<file path="config.mk">
export PLATFORM = sky130hd
export DESIGN_NAME = norm_seq
export DESIGN_NICKNAME = d
export VERILOG_FILES = /design/src/rtl/norm_pkg.sv /design/src/rtl/norm_sumsq.sv /design/src/rtl/norm_seq.sv
export SDC_FILE = /design/constraint.sdc
export NUM_CORES = 2
export LEC_CHECK = 0
export CAP_MARGIN = 20
export CORE_MARGIN = 10
export CORE_UTILIZATION = 35
export CTS_BUF_LIST = sky130_fd_sc_hd__clkbuf_8
export CTS_CLUSTER_SIZE = 25
export DETAILED_ROUTE_END_ITERATION = 10
export GPL_TIMING_DRIVEN = 0
export RECOVER_POWER = 50
export SYNTH_ARGS = -nofsm -noshare
export SYNTH_HDL_FRONTEND = slang
export SYNTH_HIERARCHICAL = 1
export SYNTH_SLANG_ARGS = --single-unit
</file>
<file path="constraint.sdc">
create_clock -name clk -period 13.9 [get_ports clk]
set_input_delay 2.085 -clock clk [delete_from_list [all_inputs] [get_ports clk]]
set_output_delay 2.085 -clock clk [all_outputs]
set_load 0.01 [all_outputs]
</file>
<file path="src/rtl/norm_pkg.sv">
// Shared constants and FSM encoding for the norm_seq vector normaliser.
package norm_pkg;

   localparam int DEF_WIDTH = 16;
   localparam int DEF_FBITS = 8;

   localparam logic [DEF_WIDTH-1:0] MAX_POS = {1'b0, {(DEF_WIDTH-1){1'b1}}};
   localparam logic [DEF_WIDTH-1:0] MAX_U   = {DEF_WIDTH{1'b1}};

   typedef logic [2:0] state_t;

   localparam state_t ST_IDLE    = 3'd0;
   localparam state_t ST_SUMSQ   = 3'd1;
   localparam state_t ST_SQ_REQ  = 3'd2;
   localparam state_t ST_SQ_WAIT = 3'd3;
   localparam state_t ST_DV_REQ  = 3'd4;
   localparam state_t ST_DV_WAIT = 3'd5;
   localparam state_t ST_DONE    = 3'd6;

endpackage

</file>
<file path="src/rtl/norm_sumsq.sv">
// Combinational saturating sum of squares of four signed fixed-point words.
module norm_sumsq
   import norm_pkg::*;
#(
   parameter int WIDTH = DEF_WIDTH,
   parameter int FBITS = DEF_FBITS
)(
   input  logic [WIDTH-1:0] h0,
   input  logic [WIDTH-1:0] h1,
   input  logic [WIDTH-1:0] h2,
   input  logic [WIDTH-1:0] h3,
   output logic [WIDTH-1:0] sum_sq
);

   // Square in full precision, drop the extra fraction, clamp if the integer part overflows.
   function automatic logic [WIDTH-1:0] sq_sat(input logic [WIDTH-1:0] v);
      logic signed [2*WIDTH-1:0] s;
      logic        [2*WIDTH-1:0] p;
      logic        [2*WIDTH-1:0] p_s;
      s   = {{WIDTH{v[WIDTH-1]}}, v};
      p   = s * s;
      p_s = p >> FBITS;
      if (|p_s[2*WIDTH-1:WIDTH]) return {WIDTH{1'b1}};
      return p_s[WIDTH-1:0];
   endfunction

   logic [WIDTH+1:0] sum_full;

   always_comb begin
      sum_full = {2'b00, sq_sat(h0)} + {2'b00, sq_sat(h1)}
               + {2'b00, sq_sat(h2)} + {2'b00, sq_sat(h3)};
      sum_sq   = (|sum_full[WIDTH+1:WIDTH]) ? {WIDTH{1'b1}} : sum_full[WIDTH-1:0];
   end

endmodule

</file>
<file path="src/rtl/norm_seq.sv">
// Vector normaliser: sum of squares, shared sqrt, then four shared divisions.
// Optional engine watchdog (limit TMO_CYC) when NORM_SEQ_TIMEOUT_EN is defined.
module norm_seq
   import norm_pkg::*;
#(
   parameter int WIDTH   = DEF_WIDTH,
   parameter int FBITS   = DEF_FBITS,
   parameter int TMO_CYC = 64
)(
   input  logic             clk,
   input  logic             reset,
   input  logic             in_valid,
   output logic             in_ready,
   input  logic [WIDTH-1:0] h0,
   input  logic [WIDTH-1:0] h1,
   input  logic [WIDTH-1:0] h2,
   input  logic [WIDTH-1:0] h3,
   output logic             out_valid,
   input  logic             out_ready,
   output logic [WIDTH-1:0] q0,
   output logic [WIDTH-1:0] q1,
   output logic [WIDTH-1:0] q2,
   output logic [WIDTH-1:0] q3,
   output logic [WIDTH-1:0] norm,
   output logic             err,
   output logic             sq_start,
   output logic [WIDTH-1:0] sq_rad,
   input  logic             sq_valid,
   input  logic [WIDTH-1:0] sq_root,
   output logic             dv_start,
   output logic [WIDTH-1:0] dv_x,
   output logic [WIDTH-1:0] dv_y,
   input  logic             dv_valid,
   input  logic [WIDTH-1:0] dv_q,
   input  logic             dv_dbz,
   input  logic             dv_ovf
);

   localparam logic [WIDTH-1:0] SAT_POS = {1'b0, {(WIDTH-1){1'b1}}};
   localparam logic [WIDTH-1:0] SAT_NEG = {1'b1, {(WIDTH-2){1'b0}}, 1'b1};
   localparam logic [WIDTH-1:0] MIN_NEG = {1'b1, {(WIDTH-1){1'b0}}};

   if (TMO_CYC < 2) begin : g_tmo_chk
      $error("norm_seq: TMO_CYC must be at least 2");
   end

   state_t           state_q, state_d;
   logic [WIDTH-1:0] h_q [4];
   logic [WIDTH-1:0] h_d [4];
   logic [WIDTH-1:0] q_q [4];
   logic [WIDTH-1:0] q_d [4];
   logic [WIDTH-1:0] sq_rad_q, sq_rad_d;
   logic [WIDTH-1:0] norm_q, norm_d;
   logic [WIDTH-1:0] dv_x_q, dv_x_d;
   logic             err_q, err_d;
   logic [1:0]       idx_q, idx_d;
   logic [WIDTH-1:0] sum_sq;
   logic             tmo_hit;

   // The most negative input has no positive twin, so its magnitude clamps.
   function automatic logic [WIDTH-1:0] abs_sat(input logic [WIDTH-1:0] v);
      if (v == MIN_NEG) return SAT_POS;
      return v[WIDTH-1] ? -v : v;
   endfunction

   norm_sumsq #(.WIDTH(WIDTH), .FBITS(FBITS)) u_sumsq (
      .h0     (h_q[0]),
      .h1     (h_q[1]),
      .h2     (h_q[2]),
      .h3     (h_q[3]),
      .sum_sq (sum_sq)
   );

`ifdef NORM_SEQ_TIMEOUT_EN
   localparam int TMO_W = $clog2(TMO_CYC + 1);
   logic [TMO_W-1:0] tmo_q, tmo_d;
   logic             in_wait;

   always_comb begin
      in_wait = (state_q == ST_SQ_WAIT && !sq_valid) || (state_q == ST_DV_WAIT && !dv_valid);
      tmo_d   = in_wait ? tmo_q + TMO_W'(1) : '0;
      tmo_hit = in_wait && (tmo_q == TMO_W'(TMO_CYC - 1));
   end

   always_ff @(posedge clk) begin
      if (reset) tmo_q <= '0;
      else       tmo_q <= tmo_d;
   end
`else
   assign tmo_hit = 1'b0;
`endif

   always_comb begin
      // NOTE: every _d starts from its _q so no branch of the case below can infer a latch.
      state_d  = state_q;
      h_d      = h_q;
      q_d      = q_q;
      sq_rad_d = sq_rad_q;
      norm_d   = norm_q;
      dv_x_d   = dv_x_q;
      err_d    = err_q;
      idx_d    = idx_q;

      case (state_q)
         ST_IDLE: begin
            if (in_valid) begin
               h_d[0]  = h0;
               h_d[1]  = h1;
               h_d[2]  = h2;
               h_d[3]  = h3;
               err_d   = 1'b0;
               state_d = ST_SUMSQ;
            end
         end
         ST_SUMSQ: begin
            sq_rad_d = sum_sq;
            state_d  = ST_SQ_REQ;
         end
         ST_SQ_REQ: state_d = ST_SQ_WAIT;
         ST_SQ_WAIT: begin
            if (sq_valid) begin
               norm_d = sq_root;
               if (sq_root == '0) begin
                  for (int i = 0; i < 4; i++) q_d[i] = '0;
                  err_d   = 1'b1;
                  state_d = ST_DONE;
               end else begin
                  idx_d   = 2'd0;
                  dv_x_d  = abs_sat(h_q[0]);
                  state_d = ST_DV_REQ;
               end
            end else if (tmo_hit) begin
               for (int i = 0; i < 4; i++) q_d[i] = '0;
               err_d   = 1'b1;
               state_d = ST_DONE;
            end
         end
         ST_DV_REQ: state_d = ST_DV_WAIT;
         ST_DV_WAIT: begin
            if (dv_valid) begin
               if (dv_dbz) begin
                  q_d[idx_q] = '0;
                  err_d      = 1'b1;
               end else if (dv_ovf) begin
                  q_d[idx_q] = h_q[idx_q][WIDTH-1] ? SAT_NEG : SAT_POS;
                  err_d      = 1'b1;
               end else begin
                  q_d[idx_q] = h_q[idx_q][WIDTH-1] ? -dv_q : dv_q;
               end
               if (idx_q == 2'd3) begin
                  state_d = ST_DONE;
               end else begin
                  idx_d   = idx_q + 2'd1;
                  dv_x_d  = abs_sat(h_q[idx_q + 2'd1]);
                  state_d = ST_DV_REQ;
               end
            end else if (tmo_hit) begin
               for (int i = 0; i < 4; i++) q_d[i] = '0;
               err_d   = 1'b1;
               state_d = ST_DONE;
            end
         end
         ST_DONE: if (out_ready) state_d = ST_IDLE;
         default: state_d = ST_IDLE;
      endcase
   end

   always_ff @(posedge clk) begin
      if (reset) begin
         state_q  <= ST_IDLE;
         // NOTE: h/q are four-entry flop arrays, not RAM, so clearing them in reset is cheap.
         for (int i = 0; i < 4; i++) begin
            h_q[i] <= '0;
            q_q[i] <= '0;
         end
         sq_rad_q <= '0;
         norm_q   <= '0;
         dv_x_q   <= '0;
         err_q    <= 1'b0;
         idx_q    <= 2'd0;
      end else begin
         state_q  <= state_d;
         h_q      <= h_d;
         q_q      <= q_d;
         sq_rad_q <= sq_rad_d;
         norm_q   <= norm_d;
         dv_x_q   <= dv_x_d;
         err_q    <= err_d;
         idx_q    <= idx_d;
      end
   end

   assign in_ready  = (state_q == ST_IDLE);
   assign out_valid = (state_q == ST_DONE);
   assign sq_start  = (state_q == ST_SQ_REQ);
   assign dv_start  = (state_q == ST_DV_REQ);
   assign sq_rad    = sq_rad_q;
   assign dv_x      = dv_x_q;
   assign dv_y      = norm_q;
   assign norm      = norm_q;
   assign err       = err_q;
   assign q0        = q_q[0];
   assign q1        = q_q[1];
   assign q2        = q_q[2];
   assign q3        = q_q[3];

endmodule

</file>
Word-level counts from Yosys, hierarchy flattened
Cells that the tools add are included.
{"block": "totals", "regBits": 182, "in_bits": 104, "out_inout_bits": 133, "wordCells": 134}
{"block": "op_classes", "n_addsub": 7, "multipliers": 4, "magnitude_cmp": 3, "eq_ne": 17, "muxes": 69, "n_bitwise": 4, "reduce_logical": 16}
{"operator": "16-bit 2-to-1 mux", "n": 26}
{"operator": "64-bit 2-to-1 mux", "n": 5}
{"operator": "64-bit bitwise mux", "n": 2}
{"operator": "16-bit by 16-bit multiplier with 32-bit output", "n": 4}
{"operator": "64-bit one-hot mux with 2 select lines", "n": 1}
{"operator": "64-bit AND", "n": 1}
{"operator": "16-bit binary-select mux with 2-bit select", "n": 2}
{"operator": "64-bit inverter", "n": 1}
{"operator": "16-bit negator", "n": 3}
{"operator": "18-bit by 16-bit adder with 18-bit output", "n": 2}
{"operator": "16-bit demux with 2-bit select", "n": 1}
{"operator": "16-bit equality test, second input constant", "n": 2}
{"operator": "16-bit one-hot mux with 2 select lines", "n": 1}
{"operator": "8-bit OR reduction", "n": 4}
{"operator": "3-bit one-hot mux with 7 select lines", "n": 1}
{"operator": "1-bit 2-to-1 mux", "n": 18}
{"operator": "16-bit by 16-bit adder with 17-bit output", "n": 1}
{"operator": "16-bit zero test", "n": 1}
{"operator": "2-bit 2-to-1 mux", "n": 6}
{"operator": "3-bit 2-to-1 mux", "n": 4}
{"operator": "2-bit != test, second input constant", "n": 6}
{"operator": "3-bit equality test, second input constant", "n": 3}
{"operator": "4-bit AND reduction", "n": 2}
{"operator": "3-bit by 2-bit equality test with 1-bit output, second input constant", "n": 2}
{"operator": "18 further kinds", "n": 21}

Longest topological paths before layout
{"block": "logic_depth", "ltp_word": 14, "depth_mapped": 48, "ltp_nobuf": 42}

Hierarchy
The synthesis kept the hierarchy.
{"mod": "norm_sumsq", "n_inst": 1, "cells_each": 4119, "area_per_inst_um2": 36971.7, "seq_area_each_um2": 0.0}
{"mod": "norm_seq", "n_inst": 1, "cells_each": 1080, "area_per_inst_um2": 8652.0, "seq_area_each_um2": 3643.5}

Worst setup path after synthesis
OpenSTA, ideal clock, no wires.
{"block": "synth_timing", "path_kind": "flip-flop to flip-flop", "from": "register h_q[15] in the netlist's numbering", "to": "register sq_rad_q[10] (netlist: sq_rad[10])", "setup_time_ns": 0.132, "arrival_time_ns": 10.116, "required_ns": 13.768, "setup_slack_ns": 3.652, "stages_incl_launch_ff": 46, "path_buffers": 5, "synth_period_minus_slack_ns": 10.248, "cell_sequence": "dfxtp_1 clkbuf_1 inv_1 clkbuf_1 nor2_1 fa_1 fa_1 inv_1 fa_1 fa_1 inv_1 fa_1 inv_1 fa_1 inv_1 ha_1 and3_1 nand4_1 [... 10 more ...] inv_1 fa_1 inv_1 ha_1 inv_1 fa_1 nor2b_1 o2111ai_1 a31oi_1 a41oi_1 a21oi_1 nor2_1 nand4b_1 o21ai_1 clkbuf_1 nand2_1 nand2_1 a21oi_1"}
{"block": "synth_via", "elab_chain_cells": 7}
{"item": "start, declared", "line_no": "norm_seq.sv:48", "rtl": "logic [WIDTH-1:0] h_q [4];"}
{"item": "start signal, assigned by index", "line_no": "norm_seq.sv:173", "rtl": "h_q[i] <= '0;"}
{"item": "start signal, assigned", "line_no": "norm_seq.sv:183", "rtl": "h_q <= h_d;"}
{"item": "16-bit by 16-bit multiplier with 32-bit output (*)", "line_no": "norm_sumsq.sv:21", "rtl": "p = s * s;"}
{"item": "8-bit OR reduction", "line_no": "norm_sumsq.sv:23", "rtl": "if (|p_s[2*WIDTH-1:WIDTH]) return {WIDTH{1'b1}};"}
{"item": "1-bit 2-to-1 mux", "line_no": "norm_sumsq.sv:23"}
{"item": "16-bit 2-to-1 mux (*)", "line_no": "norm_sumsq.sv:24", "rtl": "return p_s[WIDTH-1:0];"}
{"item": "18-bit by 16-bit adder with 18-bit output (*)", "line_no": "norm_sumsq.sv:31", "rtl": "+ {2'b00, sq_sat(h2)} + {2'b00, sq_sat(h3)};"}
{"item": "2-bit OR reduction", "line_no": "norm_sumsq.sv:32", "rtl": "sum_sq = (|sum_full[WIDTH+1:WIDTH]) ? {WIDTH{1'b1}} : sum_full[WIDTH-1:0];"}
{"item": "16-bit 2-to-1 mux (*)", "line_no": "norm_sumsq.sv:32"}
{"item": "net sum_sq[10]", "line_no": "norm_seq.sv:57", "rtl": "logic [WIDTH-1:0] sum_sq;"}
{"item": "end signal, assigned", "line_no": "norm_seq.sv:185", "rtl": "sq_rad_q <= sq_rad_d;"}
{"item": "end, declared", "line_no": "norm_seq.sv:52", "rtl": "logic [WIDTH-1:0] sq_rad_q, sq_rad_d;"}
The timed path passes the listed nets; every way through them passes the cells marked *.
A chain may end at the register's enable or synchronous reset.

Final worst setup path
{"block": "layout_timing", "from": "register h_q[15] in the netlist's numbering", "to": "register sq_rad_q[15] (netlist: sq_rad[15])"}
Same word-level chain as after synthesis.

==> out/results.ini <==
[status]
result_of_the_run = finished clean

[timing]
setup_tns_ns = 0
setup_viol = 0
post-route-min-period_ns = 12.94
final_min_period_over_clock_period_pct = 93.1
setup_slack_ns = 0.960
max_freq_mhz = 77.3
hold_viol_final = 0
relSlewSlack_pct = 19.9
finalClockSkew_ns = 0.0450
max_slew_violation_count = 0
unrepaired_setup_endpoints_after_global_routing = no
worst_pin_slew_ns = 1.19

[synth]
synth.cell_area_um2 = 45600
netlist.area_leader.share_pct = 42.8
yosysWarnings = 6
combinational_family_with_the_most_area_after_synthesis = adder cells
number_of_synthesized_flops_with_an_enable_pin = 0
synth_simple_gate_area_share_pct = 13.3
postSynth.asyncResetShare_pct = 0
synth.cells.most_frequent = sky130_fd_sc_hd__inv_1 (1370), sky130_fd_sc_hd__fa_1 (976), sky130_fd_sc_hd__nand2_1 (615), sky130_fd_sc_hd__ha_1 (362), sky130_fd_sc_hd__nor2_1 (241)
yosys.cell_count.top_type = sky130_fd_sc_hd__inv_1
yosys.cell_types.count = 89
postSynthRegisterBits = 182
post_synth_fa_ha_maj_area_fraction_pct = 52.8
synth.area.mux_share_pct = 1.47
area_share_of_xor_xnor_cells_in_the_synthesized_design_pct = 2.88
portion_of_the_post_synthesis_area_used_by_sequential_elements_pct = 7.99
synth_area_per_cell_um2 = 8.78
number_of_standard_cells_after_synthesis = 5199
postSynthNetCount = 6641
synth_compound_gate_area_share_pct = 8.45
ys_top_cells_by_area = sky130_fd_sc_hd__fa_1 (43%), sky130_fd_sc_hd__inv_1 (11%), sky130_fd_sc_hd__ha_1 (9.9%)
synth_top_area_cell = sky130_fd_sc_hd__fa_1
ys.flop_type = sky130_fd_sc_hd__dfxtp_1

[grt]
grt_remaining_overflow = 0
grt_pass1_wl_um = 214000
antenna_violations_before_repair = 13
vias_in_the_first_global_route = 37500
largest_net_degree_at_the_start_of_global_routing = 20
grt_util_all_layers_pct = 18.7

[place]
placed_cells = 7176
dpl_hpwl_um = 117000
dp_slack_ns = 0.822
gpl.final_weighted_congestion = 0.924
port_buffer_cells = 234

[clock_network]
clk-insertion-delay-late_ns = 0.60
cts-buffers-inserted = 17
h-tree-depth = 4
cts_tree = done
cts_root_buf = sky130_fd_sc_hd__clkbuf_8
clk_pin_slew_worst_paths_ns = 0.11
cts_max_path_bufs = 2
tritoncts_num_sinks = 182
postCtsSetupRepairBufs = 0

[floorplan]
fp.dieArea_um2 = 145000
floorplan.initialDensity_pct = 35.2
die_y_um = 381
fp-row-count = 132
io_pins = 237
core-area_um2 = 129000
die_width_um = 381

[critical_path]
critical_path_fanout_max = 10
timing.critical_path.arrival_ns = 13.39
critical-path-top-cell-by-count = sky130_fd_sc_hd__fa_1
crit_required_ns = 14.35
crit_path_largest_cell_delay_ns = 0.62
r2r_slack_ns = 0.96
critical_path_class = register to register
end_kind = register
timing.critical_path.from_type = register
cp_max_delay_cell = sky130_fd_sc_hd__dfxtp_1

[pwr]
total_power_mw = 3.06
power_leakage_nw = 24.1
sw_power_mw = 1.57
seq_power_share_pct = 20.0
internal_power_mw = 1.48
power-per-cell-area_nw_per_um2 = 60.3
clock_power_share_pct = 14.0
switch_share_pct = 51.5
peakVddDrop_uv = 64.9
p_comb_share_pct = 66.0

[route]
routed_via_density = 4.93
remaining_drc_errors = 0
drt_first_pass_iters = 7
total_vias_in_the_final_route = 35600
total_routed_wirelength_um = 135000
route.detailed.wl_per_inst_um = 18.8
initialDrtViolationCount = 2382
drtAntennaViolNets = 0

[layout]
areaGrowthSynthToFinish_pct = 11.0
sequential_cell_area_um2 = 3640
fin_cells = 7218
fill_count = 13200
post_route_cells_drive_above_1_share_pct = 2.40
finish.net_count = 6898
multi_input_comb_area_um2 = 36000

[worst_hold_path]
timing.hold.worst.class = register to register

[run]
cap_violations = 0

## what timing repair did
| action | CTS | global route |
|---|---|---|
| setup endpoints to repair | 0 | 10 |
| hold buffers | 0 | 0 |
| resized for setup | 0 | 2 |
## cell type report
| class | instances | area share (%) |
|---|---|---|
| multi-input cells | 3445 | 71.1 |
| repair buffers | 238 | 4.67 |
| inverters | 1370 | 10.2 |
| well taps | 1742 | 4.30 |
| diodes | 7 | 0.0346 |
| plain buffers | 202 | 1.68 |
| clock buffers | 18 | 0.489 |
| flip-flops and latches | 182 | 7.19 |
| clock inverters | 14 | 0.412 |
## logic make-up (layout without fill, tap and decap cells)
logic type,after synthesis,after routing
AOI/OAI and AO/OA,600,600
xor gates and xnor gates,150,150
adders and majority gates,1338,1338
buffers and inverters,1572,1842
DFF,182,182
muxes,44,44
other,0,7
and+or+nand+nor,1313,1313
## metrics by stage
stage	instance area, um^2	utilization, %	hold WS, ns
final	50700	39.1	0.459
after global routing	50700	39.1	0.487
after CTS	50600	39.1	0.463
after detailed placement	50200	38.7	0.446
after global placement	50100	38.7	0.446
after floorplan	45600	-	0.445
## power by group through the flow
stage | registers (mW) | clock network [mW] | logic (mW)
6_report | 0.610 | 0.429 | 2.02
3_3_place_gp | 0.621 | 0 | 1.97
4_1_cts | 0.610 | 0.438 | 2.01
5_1_grt | 0.612 | 0.454 | 2.27
2_1_floorplan | 0.578 | 0 | 1.42
3_5_place_dp | 0.622 | 0 | 2.00
## worst max-delay path, delay by kind of cell (launching register included)
kind / cells / cell delay, ns
AOI/OAI and AO/OA: 9 / 2.19
adders and majority gates: 11 / 4.92
buffers and inverters: 12 / 2.39
DFF: 1 / 0.62
muxes: 1 / 0.27
and+or+nand+nor: 11 / 2.40
## routing by layer
metal / wire length, um / track usage, % / up-vias
met5: 60 / 0 / -
met1: 58500 / 25.4 / 18100
met2: 63700 / 30.5 / 1062
li1: - / - / 16300
met4: 3920 / 5.36 / 10
met3: 9180 / 2.94 / 191
## sequential cells by signal, summed over array words and instances (netlist names)
register,flops
err,1
q1,16
q2,16
sq_rad,16
dv_x,16
state_q,3
h_q,64
idx_q,2
q3,16
q0,16
dv_y,16
## layout by cell type (no fill, tap or decap), drive strengths merged, types with 8 or more instances in the layout
cell type      instances
inv                 1375
fa                   976
nand2                615
ha                   362
nor2                 241
a21oi                228
clkbuf               190
dfxtp                182
and2                 165
dlygate4sd3          132
o21ai                109
clkdlybuf4s50        102
xnor2                100
nand3                 52
xor2                  50
nor3                  47
a21o                  41
nand2b                40
buf                   34
a22oi                 29
nand4                 26
nor4                  26
nor2b                 20
o211ai                18
mux2i                 18
and3                  18
mux4                  17
a211oi                15
a2bb2oi               14
o21bai                14
a31o                  14
a31oi                 13
or3                   12
o21a                  12
nand3b                10
or4                   10
or2                    9
mux2                   9
a41oi                  8
## worst paths after layout
path | startpoint | to | cells past startpoint
setup / recovery | h_q[15] | sq_rad[15] | 44
hold / removal | dv_x[3] | dv_x[3] | 2
setup reg to reg | h_q[15] | sq_rad[15] | 44
hold reg to reg | dv_x[3] | dv_x[3] | 2
No activity file was read; power rests on OpenSTA's default activity.
